<file path="src/rtl/data_mem_arb_pkg.sv">
// Shared types and helpers for the two-port data memory arbiter.
//   size_e  : access size encoding carried on req_size
//   state_e : arbiter FSM states
//   NUM_PORTS, bswap32, access_bytes
package data_mem_arb_pkg;

    localparam int NUM_PORTS = 2;

    typedef enum logic [1:0] {
        SZ_BYTE = 2'b00,
        SZ_HALF = 2'b01,
        SZ_WORD = 2'b10
    } size_e;

    typedef enum logic [1:0] {
        IDLE   = 2'b00,
        ACCESS = 2'b01,
        RMW_WR = 2'b10
    } state_e;

    // The memory write port is big-endian by lane while the read port and
    // the requesters are little-endian; this swaps between the two views.
    function automatic logic [31:0] bswap32(input logic [31:0] w);
        return {w[7:0], w[15:8], w[23:16], w[31:24]};
    endfunction

    // Number of bytes touched by an access; the illegal size reports a word
    // so that the range check stays meaningful (it is flagged anyway).
    function automatic logic [2:0] access_bytes(input logic [1:0] size);
        logic [2:0] n;
        case (size)
            SZ_BYTE: n = 3'd1;
            SZ_HALF: n = 3'd2;
            default: n = 3'd4;
        endcase
        return n;
    endfunction

endpackage

</file>
<file path="src/rtl/mem_lane_align.sv">
// Combinational byte-lane alignment between sub-word requests and the
// little-endian memory read word.
//   rdata/offset/size/is_unsigned -> load_data : extracted and extended load
//   old_word/wdata/offset/size    -> merged    : old word with new lanes merged
module mem_lane_align
    import data_mem_arb_pkg::*;
(
    input  logic [31:0] rdata,
    input  logic [1:0]  offset,
    input  logic [1:0]  size,
    input  logic        is_unsigned,
    input  logic [31:0] old_word,
    input  logic [31:0] wdata,
    output logic [31:0] load_data,
    output logic [31:0] merged
);

    logic [4:0]  shamt_s;
    logic [7:0]  byte_s;
    logic [15:0] half_s;
    logic [31:0] mask_s;

    assign shamt_s = {offset, 3'b000};

    // Select the addressed byte and halfword lanes of the read word.
    always_comb begin
        case (offset)
            2'b00:   byte_s = rdata[7:0];
            2'b01:   byte_s = rdata[15:8];
            2'b10:   byte_s = rdata[23:16];
            2'b11:   byte_s = rdata[31:24];
            default: byte_s = 8'h00;
        endcase
        if (offset[1]) begin
            half_s = rdata[31:16];
        end else begin
            half_s = rdata[15:0];
        end
    end

    // Sign- or zero-extend the selected lanes into the load result.
    always_comb begin
        case (size)
            SZ_BYTE: load_data = {{24{~is_unsigned & byte_s[7]}}, byte_s};
            SZ_HALF: load_data = {{16{~is_unsigned & half_s[15]}}, half_s};
            default: load_data = rdata;
        endcase
    end

    // Replace only the written lanes of the old word with the shifted store data.
    always_comb begin
        case (size)
            SZ_BYTE: mask_s = 32'h0000_00FF << shamt_s;
            SZ_HALF: mask_s = 32'h0000_FFFF << shamt_s;
            default: mask_s = 32'hFFFF_FFFF;
        endcase
        merged = (old_word & ~mask_s) | ((wdata << shamt_s) & mask_s);
    end

endmodule

</file>
<file path="src/rtl/data_mem_arbiter.sv">
// Round-robin two-port controller in front of a single-port word memory.
// Port 0 is the CPU load/store unit, port 1 the loader/DMA/debug master.
// Adds byte/half accesses: loads are lane-extracted and extended, sub-word
// stores go through a read-modify-write (ACCESS reads, RMW_WR writes).
//   req_*       : per-port valid/ready request (bit/element i = port i)
//   resp_*      : per-port one-cycle response pulse with error and load data
//   mem_*       : word-aligned memory port; write lanes big-endian, read
//                 lanes little-endian
module data_mem_arbiter
    import data_mem_arb_pkg::*;
#(
    parameter int          ADDRESS_WIDTH = 32,
    parameter int          DATA_WIDTH    = 32,
    parameter logic [31:0] MEM_BYTES     = 32'h0002_0000
) (
    input  logic                                    clk,
    input  logic                                    rst,
    input  logic [NUM_PORTS-1:0]                    req_valid,
    output logic [NUM_PORTS-1:0]                    req_ready,
    input  logic [NUM_PORTS-1:0]                    req_we,
    input  logic [NUM_PORTS-1:0][1:0]               req_size,
    input  logic [NUM_PORTS-1:0]                    req_unsigned,
    input  logic [NUM_PORTS-1:0][ADDRESS_WIDTH-1:0] req_addr,
    input  logic [NUM_PORTS-1:0][DATA_WIDTH-1:0]    req_wdata,
    output logic [NUM_PORTS-1:0]                    resp_valid,
    output logic [NUM_PORTS-1:0]                    resp_err,
    output logic [NUM_PORTS-1:0][DATA_WIDTH-1:0]    resp_rdata,
    output logic                                    mem_wr_en,
    output logic [ADDRESS_WIDTH-1:0]                mem_addr,
    output logic [DATA_WIDTH-1:0]                   mem_wdata,
    input  logic [DATA_WIDTH-1:0]                   mem_rdata
);

    state_e                               state_r;
    state_e                               state_nxt_s;
    logic                                 last_grant_r;
    logic                                 winner_s;
    logic [NUM_PORTS-1:0]                 ready_s;
    logic                                 accept_s;

    logic [1:0]                           sel_size_s;
    logic [ADDRESS_WIDTH-1:0]             sel_addr_s;
    logic [ADDRESS_WIDTH:0]               end_addr_s;
    logic                                 align_err_s;
    logic                                 range_err_s;
    logic                                 sel_err_s;

    logic                                 cur_port_r;
    logic                                 cur_we_r;
    logic                                 cur_uns_r;
    logic                                 cur_err_r;
    logic [1:0]                           cur_size_r;
    logic [ADDRESS_WIDTH-1:0]             cur_addr_r;
    logic [DATA_WIDTH-1:0]                cur_wdata_r;

    logic [DATA_WIDTH-1:0]                load_data_s;
    logic [DATA_WIDTH-1:0]                merged_s;

    logic                                 mem_wr_en_r;
    logic [ADDRESS_WIDTH-1:0]             mem_addr_r;
    logic [DATA_WIDTH-1:0]                mem_wdata_r;
    logic [NUM_PORTS-1:0]                 resp_valid_r;
    logic [NUM_PORTS-1:0]                 resp_err_r;
    logic [NUM_PORTS-1:0][DATA_WIDTH-1:0] resp_rdata_r;

    logic                                 mem_wr_en_nxt_s;
    logic [ADDRESS_WIDTH-1:0]             mem_addr_nxt_s;
    logic [DATA_WIDTH-1:0]                mem_wdata_nxt_s;
    logic [NUM_PORTS-1:0]                 resp_valid_nxt_s;
    logic [NUM_PORTS-1:0]                 resp_err_nxt_s;
    logic [NUM_PORTS-1:0][DATA_WIDTH-1:0] resp_rdata_nxt_s;

    assign req_ready  = ready_s;
    assign accept_s   = |ready_s;
    assign mem_wr_en  = mem_wr_en_r;
    assign mem_addr   = mem_addr_r;
    assign mem_wdata  = mem_wdata_r;
    assign resp_valid = resp_valid_r;
    assign resp_err   = resp_err_r;
    assign resp_rdata = resp_rdata_r;

    mem_lane_align u_lane (
        .rdata       (mem_rdata),
        .offset      (cur_addr_r[1:0]),
        .size        (cur_size_r),
        .is_unsigned (cur_uns_r),
        .old_word    (mem_rdata),
        .wdata       (cur_wdata_r),
        .load_data   (load_data_s),
        .merged      (merged_s)
    );

    // Round-robin pick: on contention the port that was not granted last wins.
    always_comb begin
        if (req_valid[0] && req_valid[1]) begin
            winner_s = ~last_grant_r;
        end else if (req_valid[1]) begin
            winner_s = 1'b1;
        end else begin
            winner_s = 1'b0;
        end
    end

    // Alignment, size and range checks on the request being offered for grant.
    always_comb begin
        sel_size_s = req_size[winner_s];
        sel_addr_s = req_addr[winner_s];
        case (sel_size_s)
            SZ_BYTE: align_err_s = 1'b0;
            SZ_HALF: align_err_s = sel_addr_s[0];
            SZ_WORD: align_err_s = |sel_addr_s[1:0];
            default: align_err_s = 1'b1;
        endcase
        // One extra bit so accesses near the top of the address space cannot wrap.
        end_addr_s  = {1'b0, sel_addr_s} + {{(ADDRESS_WIDTH-2){1'b0}}, access_bytes(sel_size_s)};
        range_err_s = end_addr_s > (ADDRESS_WIDTH+1)'(MEM_BYTES);
        sel_err_s   = align_err_s | range_err_s;
    end

    // Next state, combinational grant and next values of the registered outputs.
    always_comb begin
        state_nxt_s      = state_r;
        ready_s          = '0;
        mem_wr_en_nxt_s  = 1'b0;
        mem_addr_nxt_s   = '0;
        mem_wdata_nxt_s  = '0;
        resp_valid_nxt_s = '0;
        resp_err_nxt_s   = '0;
        resp_rdata_nxt_s = '0;
        case (state_r)
            IDLE: begin
                // Gated by rst so nothing is offered while reset is held.
                if ((|req_valid) && !rst) begin
                    ready_s[winner_s] = 1'b1;
                    state_nxt_s       = ACCESS;
                    mem_addr_nxt_s    = {sel_addr_s[ADDRESS_WIDTH-1:2], 2'b00};
                    if (req_we[winner_s] && (sel_size_s == SZ_WORD) && !sel_err_s) begin
                        mem_wr_en_nxt_s = 1'b1;
                        mem_wdata_nxt_s = bswap32(req_wdata[winner_s]);
                    end else begin
                        mem_wr_en_nxt_s = 1'b0;
                    end
                end else begin
                    state_nxt_s = IDLE;
                end
            end
            ACCESS: begin
                state_nxt_s = IDLE;
                if (cur_err_r) begin
                    resp_valid_nxt_s[cur_port_r] = 1'b1;
                    resp_err_nxt_s[cur_port_r]   = 1'b1;
                end else if (!cur_we_r) begin
                    resp_valid_nxt_s[cur_port_r] = 1'b1;
                    resp_rdata_nxt_s[cur_port_r] = load_data_s;
                end else if (cur_size_r == SZ_WORD) begin
                    resp_valid_nxt_s[cur_port_r] = 1'b1;
                end else begin
                    // Sub-word store: the merge result is held in mem_wdata for the write cycle.
                    state_nxt_s     = RMW_WR;
                    mem_wr_en_nxt_s = 1'b1;
                    mem_addr_nxt_s  = mem_addr_r;
                    mem_wdata_nxt_s = bswap32(merged_s);
                end
            end
            RMW_WR: begin
                state_nxt_s                  = IDLE;
                resp_valid_nxt_s[cur_port_r] = 1'b1;
            end
            default: begin
                state_nxt_s = IDLE;
            end
        endcase
    end

    // FSM state and round-robin history.
    always_ff @(posedge clk or posedge rst) begin
        if (rst) begin
            state_r      <= IDLE;
            last_grant_r <= 1'b1;
        end else begin
            state_r <= state_nxt_s;
            if (accept_s) begin
                last_grant_r <= winner_s;
            end
        end
    end

    // Capture the accepted request for the rest of the transaction.
    always_ff @(posedge clk or posedge rst) begin
        if (rst) begin
            cur_port_r  <= 1'b0;
            cur_we_r    <= 1'b0;
            cur_uns_r   <= 1'b0;
            cur_err_r   <= 1'b0;
            cur_size_r  <= 2'b00;
            cur_addr_r  <= '0;
            cur_wdata_r <= '0;
        end else if (accept_s) begin
            cur_port_r  <= winner_s;
            cur_we_r    <= req_we[winner_s];
            cur_uns_r   <= req_unsigned[winner_s];
            cur_err_r   <= sel_err_s;
            cur_size_r  <= sel_size_s;
            cur_addr_r  <= sel_addr_s;
            cur_wdata_r <= req_wdata[winner_s];
        end
    end

    // Registered memory and response outputs; async reset kills any pending write.
    always_ff @(posedge clk or posedge rst) begin
        if (rst) begin
            mem_wr_en_r  <= 1'b0;
            mem_addr_r   <= '0;
            mem_wdata_r  <= '0;
            resp_valid_r <= '0;
            resp_err_r   <= '0;
            resp_rdata_r <= '0;
        end else begin
            mem_wr_en_r  <= mem_wr_en_nxt_s;
            mem_addr_r   <= mem_addr_nxt_s;
            mem_wdata_r  <= mem_wdata_nxt_s;
            resp_valid_r <= resp_valid_nxt_s;
            resp_err_r   <= resp_err_nxt_s;
            resp_rdata_r <= resp_rdata_nxt_s;
        end
    end

endmodule

</file>
<file path="config.mk">
export PLATFORM = sky130hd
export DESIGN_NAME = data_mem_arbiter
export DESIGN_NICKNAME = d
export VERILOG_FILES = /design/src/rtl/data_mem_arb_pkg.sv /design/src/rtl/mem_lane_align.sv /design/src/rtl/data_mem_arbiter.sv
export SDC_FILE = /design/constraint.sdc
export NUM_CORES = 1
export LEC_CHECK = 0
export CORE_UTILIZATION = 51
export CTS_CLUSTER_SIZE = 28
export DETAILED_ROUTE_END_ITERATION = 10
export HOLD_SLACK_MARGIN = 0.06
export PLACE_DENSITY = 0.87
export SLEW_MARGIN = 20
export SYNTH_ARGS = -nofsm -noshare
export SYNTH_HDL_FRONTEND = slang
export SYNTH_SLANG_ARGS = --single-unit
</file>
<file path="constraint.sdc">
create_clock -name clk -period 14 [get_ports clk]
set_input_delay 2.8 -clock clk [delete_from_list [all_inputs] [get_ports clk]]
set_output_delay 2.8 -clock clk [all_outputs]
set_load 0.02 [all_outputs]
</file>
After elaboration in Yosys (flattened, before gate mapping)
Index checks and enable logic that the tools add are counted.
{"block": "word_totals", "ff_bits": 176, "input_bits": 172, "out_inout_bits": 135}
{"block": "op_classes", "n_bitwise": 10, "addsub": 1, "reduce_logical": 15, "shift": 3, "order_cmp": 5, "eq_ne": 10, "mux": 57}
{"cell": "32-bit 2-to-1 mux", "n": 14}
{"cell": "32-bit one-hot mux with 2 select lines", "n": 4}
{"cell": "64-bit 2-to-1 mux", "n": 3}
{"cell": "32-bit AND", "n": 2}
{"cell": "64-bit AND", "n": 1}
{"cell": "32-bit by 3-bit adder with 33-bit output", "n": 1}
{"cell": "33-bit by 18-bit greater-than comparator with 1-bit output (second input constant)", "n": 1}
{"cell": "32-bit demux with 1-bit select", "n": 1}
{"cell": "32-bit NOT", "n": 1}
{"cell": "32-bit OR", "n": 1}
{"cell": "8-bit one-hot mux with 4 select lines", "n": 1}
{"cell": "16-bit by 5-bit left shift with 32-bit output (first input constant)", "n": 1}
{"cell": "32-bit by 5-bit left shift with 32-bit output", "n": 1}
{"cell": "8-bit by 5-bit left shift with 32-bit output (first input constant)", "n": 1}
{"cell": "2-bit 2-to-1 mux", "n": 12}
{"cell": "16-bit 2-to-1 mux", "n": 1}
{"cell": "1-bit 2-to-1 mux", "n": 14}
{"cell": "2-bit equality test (second input constant)", "n": 5}
{"cell": "2-bit by 1-bit equality test with 1-bit output (second input constant)", "n": 4}
{"cell": "2-bit logical NOT", "n": 4}
{"cell": "2-bit one-hot mux with 2 select lines", "n": 2}
{"cell": "1-bit logical AND", "n": 6}
{"cell": "3-bit one-hot mux with 2 select lines", "n": 1}
{"cell": "2-bit OR reduction", "n": 3}
{"cell": "other kinds (10)", "n": 16}

Logic depth before layout (Yosys ltp)
{"block": "logic_depth", "ltp_word": 14, "ltp_mapped": 19}

By module
From an unflattened synthesis, not the netlist that was laid out.
{"block": "hier_totals", "cells_unflattened": 1045, "hier_area_um2": 9857.0}
{"module": "data_mem_arbiter", "instances": 1, "cells_per_inst": 796, "area_per_inst_um2": 8244.2, "seq_area_each_um2": 4355.4}
{"module": "mem_lane_align", "instances": 1, "cells_per_inst": 249, "area_per_inst_um2": 1612.8, "seq_area_each_um2": 0.0}

Least setup slack after synthesis
Ideal clock, no wire load.
{"block": "synth_path", "path_type": "input port to output port", "start": "input rst", "end": "output req_ready[0]", "stages": 5, "t_arrival_ns": 7.685, "path_slack_ns": 3.515, "required_ns": 11.200, "path_cell_list": "inv_1 > nand2_1 > or2_2 > clkbuf_1 > nor2_1"}
{"block": "synth_via", "elab_chain_cells": 4}
{"item": "start, declared", "line_no": "data_mem_arbiter.sv:17", "source": "input logic rst,"}
{"item": "1-bit logical NOT (no source line)"}
{"item": "1-bit logical AND", "line_no": "data_mem_arbiter.sv:133", "source": "if ((|req_valid) && !rst) begin"}
{"item": "2-bit 2-to-1 mux", "line_no": "data_mem_arbiter.sv:133"}
{"item": "2-bit 2-to-1 mux", "line_no": "data_mem_arbiter.sv:130", "source": "case (state_r)"}
{"item": "end, declared", "line_no": "data_mem_arbiter.sv:19", "source": "output logic [NUM_PORTS-1:0] req_ready,"}
Every way passes these cells.

Worst setup path in the final report
Ends and elaborated chain as after synthesis.

==> run_results.csv <==
group,metric,value,unit
outcome,status,"finished clean",
synthesis,synth_area,9740,um^2
synthesis,yosysWarnings,0,
timing,final-hold-violation-count,0,
power_and_ir_drop,p_leak,5.81,nW
synthesis,ys_ff_latch,174,
clocking,clkTransAtPathRegs,60,ps
setup_path,cp.required,11200,ps
grt,grt_max_degree,93,
drt,routed_via_density,6.20,
timing,slew_violations,0,
finish,num_antenna_cells,0,
timing,fin_hold_ws,474,ps
timing,slew_headroom,27.4,%
grt,grt_pass1_vias,9119,
setup_path,setup.worst_path.class,"primary input to primary output",
flow_run,cap_violations,0,
finish,layout_common_cells,"clkdlybuf4s50_1 (304), nand2_1 (172), dfrtp_1 (171), nor2_1 (111), o21ai_0 (106)",
drt,dr_total_vias,9635,
grt,grt_pass1_wl,51100,um
floorplan,dieWidth,140,um
setup_path,cp-end-kind,"primary output",
clocking,htree_levels,4,
synthesis,synth_xor_area_share,1.17,%
synthesis,yosys.area_share.simple,18.8,%
grt,track_usage,34.0,%
setup_path,critPathLaunchType,"primary input",
clocking,clock_sinks,174,
floorplan,die_area,19700,um^2
synthesis,syn_area_per_cell,9.30,um^2
clocking,cts_hold_buf,0,
synthesis,synth-compound-area-share,20.3,%
finish,layout_commonest_cell,"clkdlybuf4s50_1",
grt,grt.busiest_layer,"met2",
grt,met1_usage,43.6,%
grt,antenna_found_initial,0,
clocking,cts-root-buf,"clkbuf_16",
timing,rsz0062_at_grt,"no",
setup_path,cp_data_arrival_time,5340,ps
grt,met3_usage,8.44,%
timing,setup_tns,0,ps
floorplan,core-area,18700,um^2
power_and_ir_drop,vdd_drop_max,94.9,uV
clocking,cts_tree,"built",
finish,syn2layout_area_growth,38.0,%
drt,first_iter_violations,915,
floorplan,dieHeight,140,um
placed_design,gp_congestion,0.909,
hold_path,worstHoldPathType,"flip-flop to flip-flop",
floorplan,std_cell_rows,50,
clocking,worstSkewPairLatency,450,ps
synthesis,synth.mux.area_fraction,9.90,%
placed_design,portBuffers,304,
clocking,post_cts_buffers,0,
timing,clock.fmax,123,MHz
synthesis,synthArstFlopShare,100,%
synthesis,synth_cell_types,75,
synthesis,synthAdderAreaFrac,0.976,%
synthesis,synth-edff-count,0,
floorplan,initial_core_util,52.1,%
clocking,cts_buffers,17,
timing,worstMarginPinSlew,1090,ps
drt,drc,0,
timing,post-route-period-util,58.1,%
timing,finalClockSkew,15.2,ps
synthesis,synth_top_family_by_area,"compound AO/OA/AOI/OAI gates",
synthesis,ys_seq_area_share,44.7,%
finish,finalNetCount,1486,
grt,grt_overflow,0,
drt,drt_first_pass_iters,6,
drt,wl_per_cell,21.1,um
grt,met2_usage,54.5,%
power_and_ir_drop,power.total,1.42,mW
clocking,ctsLongestPathBuffers,2,
timing,setup_viol,0,
drt,drtAntennaViolNets,0,
clocking,cts_resized,0,
synthesis,synth_ff_type,"dfrtp_1",
power_and_ir_drop,powerDensity,106,nW/um^2
finish,layout-drive-gt1-share,7.20,%
placed_design,post-dp-hpwl,23700,um
drt,wl,32700,um
floorplan,pin_count,307,
setup_path,path_max_fanout,92,
timing,period_needed,8140,ps
synthesis,syn_inst,1047,
==> flip-flops by register name, summed over array words and instances, names as in the netlist <==
register      count
resp_rdata       64
cur_wdata_r      32
mem_wdata        32
mem_addr         30
cur_addr_r        2
cur_size_r        2
resp_err          2
resp_valid        2
state_r           2
cur_err_r         1
cur_port_r        1
cur_uns_r         1
cur_we_r          1
last_grant_r      1
mem_wr_en         1
==> per-stage QoR <==
stage | worst slack [ps] | instance area (um^2) | std cells | utilization, %
2_1_floorplan | 3510 | 9750 | 1048 | -
3_3_place_gp | 5950 | 12800 | 1522 | 68.7
3_5_place_dp | 5790 | 12800 | 1522 | 68.7
4_1_cts | 5810 | 13400 | 1554 | 71.8
5_1_grt | 5630 | 13400 | 1554 | 71.9
6_report | 5860 | 13400 | 1554 | 71.9
==> layout make-up <==
class / instances / area, um^2
Tap cell: 234 / 293
Fill cell: 1397 / 5260
Timing Repair Buffer: 311 / 3100
Inverter: 19 / 77.6
Multi-Input combinational cell: 784 / 5020
Clock buffer: 17 / 425
Clock inverter: 15 / 168
Sequential cell: 174 / 4360
==> cell families after synthesis <==
family	after synthesis
compound gates	265
xor+xnor	13
fa+ha+maj	7
buf+inv	90
flops	174
mux	87
other cells	1
simple gates	410
==> per-layer routing <==
layer  vias to the layer above  wire [um]
met2                       644      15500
met4                         0       1330
met1                      4609      12500
li1                       4291          -
met5                         -          0
met3                        91       3410
==> power by group <==
group	switching, mW	internal, mW
clock	0.233	0.241
combinational	0.224	0.154
sequential	0.0390	0.533
total	0.496	0.928
==> cells in the mapped netlist, drive strengths merged, types with 5 or more instances <==
cell | n | area share (%)
a21oi | 15 | 0.77
nor2 | 113 | 4.4
dfrtp | 173 | 44
xor2 | 8 | 0.72
inv | 18 | 0.69
nand4 | 11 | 0.71
clkbuf | 41 | 1.6
nand2 | 173 | 6.7
or3 | 12 | 0.82
and2 | 13 | 0.83
mux4 | 7 | 1.6
a211oi | 22 | 1.7
o41ai | 34 | 5.3
nand3 | 32 | 1.6
xnor2 | 5 | 0.45
buf | 30 | 1.8
o31ai | 12 | 0.92
o211ai | 18 | 1.4
o221ai | 8 | 0.78
nor2b | 13 | 0.83
o21ai | 108 | 5.5
o22ai | 12 | 0.77
nor3 | 12 | 0.62
ha | 6 | 0.77
nor4 | 10 | 0.64
mux2i | 78 | 8.0
==> critical path, stage by stage <==
cell	delay (ps)
clkdlybuf4s50_1	470
inv_6	600
nand2_1	230
or2_2	360
nor2_1	210
clkdlybuf4s50_1	660
==> final timing paths <==
| kind | from | to | slack, ps | depth (start not counted) |
|---|---|---|---|---|
| worst max-delay path | rst | req_ready[0] | 5860 | 6 |
| worst min-delay path | cur_wdata_r[25] | cur_wdata_r[25] | 470 | 2 |
| worst max register to register | last_grant_r | mem_wdata[29] | 8650 | 15 |
| worst min register to register | cur_wdata_r[25] | cur_wdata_r[25] | 470 | 2 |
| max in group asynchronous | rst | mem_wdata[28] | 9850 | 3 |
| min in group asynchronous | rst | mem_addr[6] | 2900 | 2 |
No activity file was read; power rests on OpenSTA's default activity.
